<file path="src/rtl/cnn_pkg.sv">
// cnn_pkg: shared constants and helpers for the CNN datapath blocks.
//   POOL_MIN/POOL_MAX   legal pooling window/stride range
//   SEQ_LEN_MAX         largest frame length (vectors per frame)
//   cnt_w()             bit width of a counter that runs 0..n-1
package cnn_pkg;

  localparam int POOL_MIN    = 2;
  localparam int POOL_MAX    = 16;
  localparam int SEQ_LEN_MAX = 65535;

  // Width of a counter spanning 0..n-1; never narrower than one bit.
  function automatic int cnt_w(input int n);
    return (n > 1) ? $clog2(n) : 1;
  endfunction

endpackage

</file>
<file path="src/rtl/max_lane.sv">
// max_lane: one channel of the max-pooling datapath.
// Holds the running-max accumulator and the registered output sample.
//   clk      clock
//   rst_n    asynchronous active-low reset (clears acc and output)
//   en_i     a valid sample is presented this cycle
//   first_i  sample opens a new window: load instead of compare
//   close_i  sample closes the window: publish the max to data_o
//   data_i   signed input sample
//   data_o   pooled sample, held until the next close
module max_lane #(
  parameter int BW = 12
) (
  input  logic          clk,
  input  logic          rst_n,
  input  logic          en_i,
  input  logic          first_i,
  input  logic          close_i,
  input  logic [BW-1:0] data_i,
  output logic [BW-1:0] data_o
);

  logic [BW-1:0] acc_q, acc_d;
  logic [BW-1:0] out_q;

  // Strict greater-than, so ties keep the stored value.
  always_comb begin
    acc_d = acc_q;
    if (en_i) begin
      if (first_i || ($signed(data_i) > $signed(acc_q))) begin
        acc_d = data_i;
      end
    end
  end

  always_ff @(posedge clk or negedge rst_n) begin
    if (!rst_n) begin
      acc_q <= '0;
      out_q <= '0;
    end else begin
      acc_q <= acc_d;
      // The closing sample is already folded into acc_d, so the output
      // register sees the full window max in the same edge.
      if (en_i && close_i) begin
        out_q <= acc_d;
      end
    end
  end

  assign data_o = out_q;

endmodule

</file>
<file path="src/rtl/maxpool_fp.sv">
// maxpool_fp: per-channel 1-D max pooling over windows of POOL valid vectors,
// stride POOL, with frames of SEQ_LEN vectors. A short trailing window at the
// end of a frame is emitted on its own; windows never straddle frames.
//   clk        clock
//   rst        asynchronous active-low reset
//   vld_in     data_in carries a valid vector (no backpressure)
//   data_in    NO_CH signed samples of BW bits
//   vld_out    one-cycle strobe, one cycle after a window closes
//   data_out   pooled vector, held until the next vld_out
//   frame_end  with vld_out, marks the last pooled vector of a frame
module maxpool_fp
  import cnn_pkg::*;
#(
  parameter int NO_CH   = 10,
  parameter int BW      = 12,
  parameter int POOL    = 2,
  parameter int SEQ_LEN = 1024
) (
  input  logic                      clk,
  input  logic                      rst,
  input  logic                      vld_in,
  input  logic [NO_CH-1:0][BW-1:0]  data_in,
  output logic                      vld_out,
  output logic [NO_CH-1:0][BW-1:0]  data_out,
  output logic                      frame_end
);

  localparam int WIN_W = cnt_w(POOL);
  localparam int FRM_W = cnt_w(SEQ_LEN);
  localparam logic [WIN_W-1:0] WIN_LAST = WIN_W'(POOL - 1);
  localparam logic [FRM_W-1:0] FRM_LAST = FRM_W'(SEQ_LEN - 1);

  generate
    if (POOL < POOL_MIN || POOL > POOL_MAX ||
        SEQ_LEN < POOL || SEQ_LEN > SEQ_LEN_MAX) begin : g_bad_params
      $error("maxpool_fp: illegal POOL/SEQ_LEN");
    end
  endgenerate

  logic [WIN_W-1:0] win_cnt_q, win_cnt_d;
  logic [FRM_W-1:0] frame_cnt_q, frame_cnt_d;
  logic             vld_out_q, vld_out_d;
  logic             frame_end_q, frame_end_d;

  logic win_first;
  logic frame_last;
  logic win_close;

  assign win_first  = (win_cnt_q == '0);
  assign frame_last = (frame_cnt_q == FRM_LAST);
  // The frame boundary also closes the window, giving the partial window.
  assign win_close  = (win_cnt_q == WIN_LAST) || frame_last;

  always_comb begin
    win_cnt_d   = win_cnt_q;
    frame_cnt_d = frame_cnt_q;
    vld_out_d   = 1'b0;
    frame_end_d = 1'b0;
    if (vld_in) begin
      win_cnt_d   = win_close  ? '0 : win_cnt_q + 1'b1;
      frame_cnt_d = frame_last ? '0 : frame_cnt_q + 1'b1;
      vld_out_d   = win_close;
      frame_end_d = frame_last;
    end
  end

  always_ff @(posedge clk or negedge rst) begin
    if (!rst) begin
      win_cnt_q   <= '0;
      frame_cnt_q <= '0;
      vld_out_q   <= 1'b0;
      frame_end_q <= 1'b0;
    end else begin
      win_cnt_q   <= win_cnt_d;
      frame_cnt_q <= frame_cnt_d;
      vld_out_q   <= vld_out_d;
      frame_end_q <= frame_end_d;
    end
  end

  generate
    for (genvar gi = 0; gi < NO_CH; gi++) begin : g_lane
      max_lane #(
        .BW(BW)
      ) u_lane (
        .clk    (clk),
        .rst_n  (rst),
        .en_i   (vld_in),
        .first_i(win_first),
        .close_i(win_close),
        .data_i (data_in[gi]),
        .data_o (data_out[gi])
      );
    end
  endgenerate

  assign vld_out   = vld_out_q;
  assign frame_end = frame_end_q;

endmodule

</file>
<file path="config.mk">
export PLATFORM = sky130hd
export DESIGN_NAME = maxpool_fp
export DESIGN_NICKNAME = d
export VERILOG_FILES = /design/src/rtl/cnn_pkg.sv /design/src/rtl/max_lane.sv /design/src/rtl/maxpool_fp.sv
export SDC_FILE = /design/constraint.sdc
export NUM_CORES = 1
export LEC_CHECK = 0
export CORE_AREA = 2 2 139 196
export DETAILED_ROUTE_END_ITERATION = 16
export DIE_AREA = 0 0 141 198
export GPL_ROUTABILITY_DRIVEN = 0
export PLACE_DENSITY = 0.91
export SKIP_LAST_GASP = 1
export SLEW_MARGIN = 5
export SYNTH_ARGS = -nofsm -noshare
export SYNTH_HDL_FRONTEND = slang
export SYNTH_SLANG_ARGS = --single-unit
</file>
<file path="constraint.sdc">
create_clock -name clk -period 3.1 [get_ports clk]
set_clock_uncertainty 0.1 [all_clocks]
set_input_delay 0.62 -clock clk [delete_from_list [all_inputs] [get_ports clk]]
set_output_delay 0.62 -clock clk [all_outputs]
set_load 0.005 [all_outputs]
</file>
==> out/results.ini <==
[run_status]
status=complete, but fails checks
failed_checks=hold timing

[die]
die_w_um=141
die-area_sq_um=27900
coreArea_sq_um=26400
start_util_pct=52.9
die_h_um=198
rows=71
boundaryPins=245

[global_route]
track_usage_pct=27.5
antenna_found_initial=2
grt_max_degree=83
grt_pass1_wl_mm=61.9
first_global_vias=12600
grt.overflow.total=0

[yosys]
synth-edff-count=0
yosys-top-cells-area=dfrtp_1, ha_1, mux2_2, o221a_2, o22a_1
syn_nets=1495
synth_top_area_share_pct=45.4
synth.distinct_cells=48
ys.flop_type=dfrtp_1
async_flop_share_pct=100
ys_warn_count=0
ys_seq_area_share_pct=45.4
synth-seq-cells=253
synth_area_per_cell_sq_um=11.1
syn_area_sq_um=13900
netlist_instances=1251
yosys.area.top_type=dfrtp_1

[clocking]
clk_latency_ps=530
cts_max_path_buffers=3
cts_max_level=1
postCtsSetupRepairBufs=0
cts_resized=0
tritoncts=built
clockRootBuffer=clkbuf_16
cts.sinks=253
cts_buffers=26
path_clk_slew_ps=60
cts_hold_buf=0

[setup_path]
startpoint_type=primary input
arrival_ps=3280
crit_fanout=12
worstSetupEndpointType=flip-flop
worstSetupPathType=primary input to flip-flop
crit_required_ps=3460

[route]
ant_nets=0
vias=11500
viasPerCell=5.91
drt-wirelength-per-cell_um=19.8
drtPass1Iterations=5
drc=0
wl_mm=38.4
drt_iter0_drc=625

[layout]
syn2layout_area_growth_pct=32.0
layout-drive-gt1-share_pct=22.6
final_cell_mix=dfrtp_1, clkdlybuf4s50_1, inv_1, ha_1, buf_4
final_common_cell=dfrtp_1
postLayoutCellArea_sq_um=18400
nets=1837
final_cells=1942

[sta]
hold_violations=6
finalSetupViolCount=0
finalCriticalPeriod_ps=2920
maxSlewHeadroom_pct=26.2
post-route-period-util_pct=94.3
slew_violations=0
fin_setup_tns_ps=0
fmax_mhz=342
worst_pin_slew_ps=1110
grt_setup_unrepaired=no
whs_ps=-22.7

[place]
placed_cells=1893
hpwlAfterDp_mm=27.2
io_buffers=244
postPlaceCellArea_sq_um=17500

[pwr]
leakage_nw=8.27
vdd_drop_max_mv=0.588
power.density_nw_per_um2=767

[flow_run]
maxCapViolCount=0

[hold_path]
hold_path.class=primary input to asynchronous set/reset pin

## routing by layer
layer | wire length [um] | GRT usage (%) | share of wire, % | vias to the layer above
li1 | - | - | - | 5264
met1 | 14000 | 30.2 | 36 | 5666
met2 | 20200 | 50.1 | 53 | 402
met3 | 2160 | 4.93 | 5.6 | 145
met4 | 2090 | 14.9 | 5.5 | 0
met5 | 0 | 0 | 0 | -
## where the power goes
part / total [mW] / switching [mW] / internal (mW)
sequential: 5.27 / 0.859 / 4.41
combinational: 5.60 / 2.18 / 3.42
clock: 3.26 / 1.32 / 1.94
total: 14.1 / 4.35 / 9.77
## final timing paths
path | slack [ps] | cells after the start | from | end
max | 180 | 9 | data_in[94] | g_lane[7].u_lane.data_o[3]
min in group clk | 380 | 1 | frame_cnt_q[6] | frame_cnt_q[6]
min reg2reg | 380 | 1 | frame_cnt_q[6] | frame_cnt_q[6]
max in group asynchronous | 2150 | 2 | rst | frame_cnt_q[1]
max reg2reg | 320 | 9 | g_lane[7].u_lane.acc_q[10] | g_lane[7].u_lane.data_o[3]
min | -20 | 1 | rst | g_lane[9].u_lane.data_o[1]
## cells by family (layout without fill, tap and decap cells)
| kind of cell | Yosys count | in the layout | share of synthesized area [%] |
|---|---|---|---|
| AOI/OAI and AO/OA | 335 | 335 | 19.0 |
| xor gates and xnor gates | 7 | 7 | 0.440 |
| adders and majority gates | 121 | 121 | 10.9 |
| buffers and inverters | 191 | 552 | 6.09 |
| DFF | 253 | 253 | 45.4 |
| muxes | 122 | 122 | 10.2 |
| other | 0 | 2 | 0 |
| and+or+nand+nor | 222 | 222 | 8.08 |
## per-stage QoR
| step | total power, mW | util, % | setup slack (ps) |
|---|---|---|---|
| 2_1_floorplan | 8.04 | - | 431 |
| 3_5_place_dp | 10.8 | 66.4 | -329 |
| 4_1_cts | 14.2 | 69.7 | 190 |
| 3_3_place_gp | 10.5 | 66.4 | -214 |
| 5_1_grt | 14.9 | 69.7 | 12.1 |
| 6_report | 14.1 | 69.8 | 177 |
## cell usage after synthesis (23+ instances only)
master / n
dfrtp_1: 253
inv_1: 134
ha_1: 121
mux2_2: 110
nor2_1: 83
o21a_1: 67
o22a_1: 60
o221a_2: 53
a21oi_1: 49
o22ai_1: 42
nand2_1: 27
or3_1: 24
buf_2: 23
nand4_1: 23
## worst max-delay path, cell delays in order
cell	delay, ps
clkdlybuf4s50_1	460
ha_1	360
nand4_2	180
a2111oi_2	400
nor4_1	90
buf_4	150
mux2i_2	170
a21oi_2	550
o221a_1	290
## flip-flops by register name (all words and copies together), names as in the netlist
name and count:
g_lane.u_lane.data_o 120, vld_out 1, win_cnt_q 1, g_lane.u_lane.acc_q 120, frame_end 1, frame_cnt_q 10
## layout make-up
class | instances | area [sq um]
clock inverters | 8 | 118
repair buffers | 371 | 3500
clock buffers | 39 | 761
flip-flops and latches | 253 | 6330
inverters | 134 | 503
fillers | 1836 | 7980
well taps | 328 | 410
multi-input cells | 807 | 6780
diodes | 2 | 5.00
Power figures use the tool's default switching activity.
==> patch 1 (same settings) <==
Reset style: synchronous (`rst` and `rst_n`), changed in 2 clocked blocks. Comments in the files are not updated.
--- a/src/rtl/max_lane.sv
+++ b/src/rtl/max_lane.sv
@@ -34,3 +34,3 @@
 
-  always_ff @(posedge clk or negedge rst_n) begin
+  always_ff @(posedge clk) begin
     if (!rst_n) begin
--- a/src/rtl/maxpool_fp.sv
+++ b/src/rtl/maxpool_fp.sv
@@ -66,3 +66,3 @@
 
-  always_ff @(posedge clk or negedge rst) begin
+  always_ff @(posedge clk) begin
     if (!rst) begin
Formal check against the unedited RTL: differs if rst is asserted again (counterexample within 4 cycles, from zero or initial values and one cycle with rst low); with rst held inactive, the same outputs for 4 cycles.
==> patch 1 against the original RTL <==
Register-to-register slack better by 0.02 ns; setup slack better by 0.079 ns; utilization is 4.2 points lower; non-clock buffer count is 54 lower; area after synthesis is 3.1% lower; cell area is 6.0% lower; maximum frequency is 2.8% higher; synthesized cell count is 26% higher; routed wire length is 2.0% lower; worst hold slack better by 0.38 ns; sequential cell count stayed put; largest cell class unchanged; highest routed layer is now met5.
Power is not compared: it rests on default switching activity, and its combinational part moved more than twofold at a synthesized area within 25%.
==> patch 1: results (changes against the original RTL) <==
Result of the run: finished, final reports clean (was complete, but fails checks). The xor/xnor share of the synthesized area is 0.519% (was 0.440%). Most common library cells after synthesis: sky130_fd_sc_hd__nand2_1 (380), sky130_fd_sc_hd__dfxtp_1 (253), sky130_fd_sc_hd__inv_1 (142) (was sky130_fd_sc_hd__dfrtp_1 (253), sky130_fd_sc_hd__inv_1 (134), sky130_fd_sc_hd__ha_1 (121)). The combinational family with the most area after synthesis is simple AND/OR/NAND/NOR gates (was compound AO/OA/AOI/OAI gates). The post-synthesis net count was 1,823 (was 1,495).

The maximum net fanout on the critical path came out at 16 (was 12). Cell types with the largest area share after synthesis: sky130_fd_sc_hd__dfxtp_1 (37%), sky130_fd_sc_hd__ha_1 (11%), sky130_fd_sc_hd__nand2_1 (11%), sky130_fd_sc_hd__mux2i_1 (9.8%), sky130_fd_sc_hd__o311ai_0 (7.1%) (was sky130_fd_sc_hd__dfrtp_1 (45%), sky130_fd_sc_hd__ha_1 (11%), sky130_fd_sc_hd__mux2_2 (8.9%), sky130_fd_sc_hd__o221a_2 (4.3%), sky130_fd_sc_hd__o22a_1 (3.8%)). The number of diodes is 0 (was 2). The global-route wire length before repair came to 60.2 mm (was 61.9 mm). The largest net degree at the start of global routing is 149 (was 83). The adder and majority cell fraction of the synthesized area is 11.2% (was 10.9%). The routed wirelength normalized by instance count is 17.4 um (was 19.8 um).

The share of final-layout standard cells stronger than drive strength 1 is 6.94% (was 22.6%). The post-place setup slack was -0.108 ns (was -0.329 ns). The global router's overall resource usage was 25.8% (was 27.5%).

The sequential element share of the synthesized area was 37.5% (was 45.4%). The worst slew margin relative to its limit is 39.6% (was 26.2%). The half-perimeter wire length of the detailed placement result is 26.9 mm (was 27.2 mm). The complex-gate fraction of the synthesized area was 14.3% (was 19.0%).

The via count of the first global-routing pass came out at 13,000 (was 12,600). The class of the tightest hold or removal check is flip-flop to flip-flop (was input port to asynchronous set/reset pin). The fraction of synthesized area in multiplexers was 9.78% (was 10.2%). The final-stage net count is 2,061 (was 1,837). The data arrival time at the worst-slack endpoint was 3.12 ns (was 3.28 ns). The count of different cell masters after synthesis is 39 (was 48). The number of vias per cell after detailed routing came out at 5.89 (was 5.91). The fraction of registers with async set/reset came out at 0% (was 100%).

The initial antenna violation count was 1 (was 2). The number of detailed-routing iterations run before antenna repair came out at 7 (was 5). The clock latency of the later-clocked register in the worst-skew pair came to 0.51 ns (was 0.53 ns).

The first-iteration detailed-routing DRC count was 725 (was 625).
==> patch 1: changes by cell type in the layout (fill, tap and decap cells not counted), sizes merged, moves of 67 or more <==
cell / unedited run / this run
nor2: 84 / 13
o21a: 67 / 0
mux2i: 2 / 132
nand2: 27 / 380
dfxtp: 0 / 253
o311ai: 0 / 110
dfrtp: 253 / 0
nand3: 11 / 122
mux2: 120 / 0
==> patch 1: path summary, 6_finish.rpt <==
check / start / endpoint / slack, ns / cells past startpoint
setup / recovery: data_in[55] / g_lane[4].u_lane.data_o[8] / 0.26 / 8
hold / removal: g_lane[4].u_lane.acc_q[4] / g_lane[4].u_lane.acc_q[4] / 0.35 / 2
setup reg to reg: frame_cnt_q[7] / g_lane[8].u_lane.data_o[9] / 0.34 / 8
hold reg to reg: g_lane[4].u_lane.acc_q[4] / g_lane[4].u_lane.acc_q[4] / 0.35 / 2
==> patch 1: layout make-up <==
type,count,area [sq um]
repair buffers,317,3100
flip-flops and latches,253,5060
clock buffers,37,701
well taps,328,410
multi-input cells,1077,7450
clock inverters,2,35.0
inverters,143,538
fillers,2005,9080
==> patch 1: routing by layer <==
layer | vias up | share of wire [%] | track usage (%)
li1 | 6031 | - | -
met1 | 6018 | 38 | 27.7
met2 | 514 | 51 | 48.5
met3 | 150 | 5.3 | 3.05
met4 | 2 | 5.6 | 14.6
met5 | - | 0.035 | 0
==> patch 1: stage by stage <==
stage / util [%] / std cells / area, sq um
floorplan: - / 1579 / 13500
global placement: 62.8 / 2118 / 16600
finish: 65.6 / 2157 / 17300
CTS: 65.6 / 2157 / 17300
detailed placement: 62.8 / 2118 / 16600
global route: 65.6 / 2157 / 17300
==> patch 1: power by group through the flow <==
stage / Combinational, mW / Sequential, mW / Clock (mW)
6_report: 1.56 / 3.56 / 2.85
5_1_grt: 1.71 / 3.58 / 3.01
4_1_cts: 1.56 / 3.56 / 2.89
3_5_place_dp: 1.53 / 3.62 / 0
3_3_place_gp: 1.47 / 3.62 / 0
2_1_floorplan: 0.861 / 3.60 / 0
==> patch 1: kinds of logic after synthesis <==
logic type	after synthesis
and+or+nand+nor	594
DFF	253
buffers and inverters	249
AOI/OAI and AO/OA	222
muxes	132
adders and majority gates	121
xor gates and xnor gates	8
==> patch 1: critical path: stages <==
cell and delay [ns]:
sky130_fd_sc_hd__clkdlybuf4s50_1 0.46, sky130_fd_sc_hd__ha_1 0.36, sky130_fd_sc_hd__and2_4 0.16, sky130_fd_sc_hd__a221o_1 0.35
sky130_fd_sc_hd__a2111oi_2 0.45, sky130_fd_sc_hd__a211oi_2 0.15, sky130_fd_sc_hd__buf_4 0.21, sky130_fd_sc_hd__o311ai_0 0.35
==> patch 2 (same flow settings) <==
Made on the original files. Change the parameter `SEQ_LEN` from 1024 to 4096.
--- a/src/rtl/maxpool_fp.sv
+++ b/src/rtl/maxpool_fp.sv
@@ -16,3 +16,3 @@
   parameter int POOL    = 2,
-  parameter int SEQ_LEN = 1024
+  parameter int SEQ_LEN = 4096
 ) (
Check against the original RTL: same outputs for any inputs over 4 cycles, from zero or initial values and one cycle with rst low; that may be too few to reach the edited logic, so the function may still have changed.
==> patch 2 against the original RTL <==
Highest routed layer unchanged; area after synthesis grew 7.8%; power grew 19%; critical endpoint is now g_lane[7].u_lane.data_o[1]; maximum frequency grew 4.0%; setup slack gained 0.11 ns; cell area grew 5.5%; critical path depth is the same; worst hold slack gained 0.43 ns; clock power shrank 6%; via count grew 10%; routed wire length grew 9.0%; utilization grew 3.9 points; sequential cell count grew 2; cell count grew 8.0%.
==> patch 2: results (changes against the original RTL) <==
The count of different cell masters after synthesis was 61 (was 48). The global-route wire length before repair is 68.2 mm (was 61.9 mm). The met1 routing resource usage after global routing is 34.2% (was 30.2%). The met3 track utilization from global routing came out at 5.10% (was 4.93%). The routed length on met1 is 15.4 mm (was 14.0 mm). The relative area of non-clock buffer cells in the final design came out at 18.1% (was 19.0%). The adder and majority cell fraction of the synthesized area is 10.1% (was 10.9%).

The met3 wirelength from detailed routing is 2.40 mm (was 2.16 mm). The cell class contributing the biggest share of worst-path delay is simple AND/OR/NAND/NOR gates (was compound AO/OA/AOI/OAI gates). The number of detailed-routing iterations run before antenna repair came to 7 (was 5). The half-perimeter wire length of the detailed placement result was 29.6 mm (was 27.2 mm). The critical path's largest stage delay is 0.58 ns (was 0.55 ns). The maximum net fanout on the critical path was 10 (was 12). The number of diodes came out at 5 (was 2).

The filler cell count is 1,670 (was 1,836). The sum of met2 wire segment lengths after detailed routing is 22.0 mm (was 20.2 mm). The multi-input combinational gate total came out at 958 (was 807). Cell types with the largest area share after synthesis: sky130_fd_sc_hd__dfrtp_1 (42%), sky130_fd_sc_hd__ha_1 (10%), sky130_fd_sc_hd__mux2_2 (8.4%), sky130_fd_sc_hd__nor2_1 (5.2%), sky130_fd_sc_hd__mux2_4 (4.6%) (was sky130_fd_sc_hd__dfrtp_1 (45%), sky130_fd_sc_hd__ha_1 (11%), sky130_fd_sc_hd__mux2_2 (8.9%), sky130_fd_sc_hd__o221a_2 (4.3%), sky130_fd_sc_hd__o22a_1 (3.8%)). The first-iteration detailed-routing DRC count is 609 (was 625). The post-synthesis net count was 1,659 (was 1,495). The complex-gate fraction of the synthesized area is 16.4% (was 19.0%).

The leakage power summed over all cells came out at 8.89 nW (was 8.27 nW). The global router's overall resource usage is 30.2% (was 27.5%). The initial antenna violation count is 5 (was 2).

Most common library cells after synthesis: sky130_fd_sc_hd__dfrtp_1 (255), sky130_fd_sc_hd__nor2_1 (209), sky130_fd_sc_hd__inv_1 (133) (was sky130_fd_sc_hd__dfrtp_1 (253), sky130_fd_sc_hd__inv_1 (134), sky130_fd_sc_hd__ha_1 (121)). The global-route track usage on met2 came out at 54.5% (was 50.1%). The number of flip-flops and latches came to 255 (was 253). The final standard cell area without fillers came out at 19,400 sq um (was 18,400 sq um). The share of the final layout cell area in multi-input gates came out at 40.0% (was 36.8%).

The count of plain and timing-repair buffers is 370 (was 371). The data arrival time at the worst-slack endpoint was 3.14 ns (was 3.28 ns). The share of total power consumed by net switching came to 35.5% (was 30.8%).

The routed wirelength normalized by instance count is 19.9 um (was 19.8 um). The via count of the first global-routing pass is 13,700 (was 12,600). The synthesized instance count is 1,415 (was 1,251). Result of the run: finished, final reports clean (was complete, but fails checks).
patch 2: changes by cell type after synthesis, sizes merged, moves of 8 or more:
cell | before | now
mux2 | 120 | 165
o22ai | 42 | 85
or3 | 24 | 12
a211oi | 0 | 86
a21oi | 51 | 18
o22a | 60 | 0
o211ai | 14 | 5
nand4 | 24 | 32
o21a | 67 | 14
nor3 | 10 | 18
o221a | 60 | 14
nor2 | 84 | 210
buf | 42 | 51
patch 2: path summary, 6_finish.rpt:
path / startpoint / slack (ns) / end
max in group asynchronous: rst / 1.51 / g_lane[0].u_lane.data_o[3]
worst min-delay path: frame_cnt_q[8] / 0.40 / frame_cnt_q[8]
min in group asynchronous: rst / 0.54 / g_lane[9].u_lane.data_o[7]
worst min register to register: frame_cnt_q[8] / 0.40 / frame_cnt_q[8]
worst max-delay path: data_in[94] / 0.29 / g_lane[7].u_lane.data_o[1]
worst max register to register: g_lane[7].u_lane.acc_q[1] / 0.39 / g_lane[7].u_lane.data_o[0]
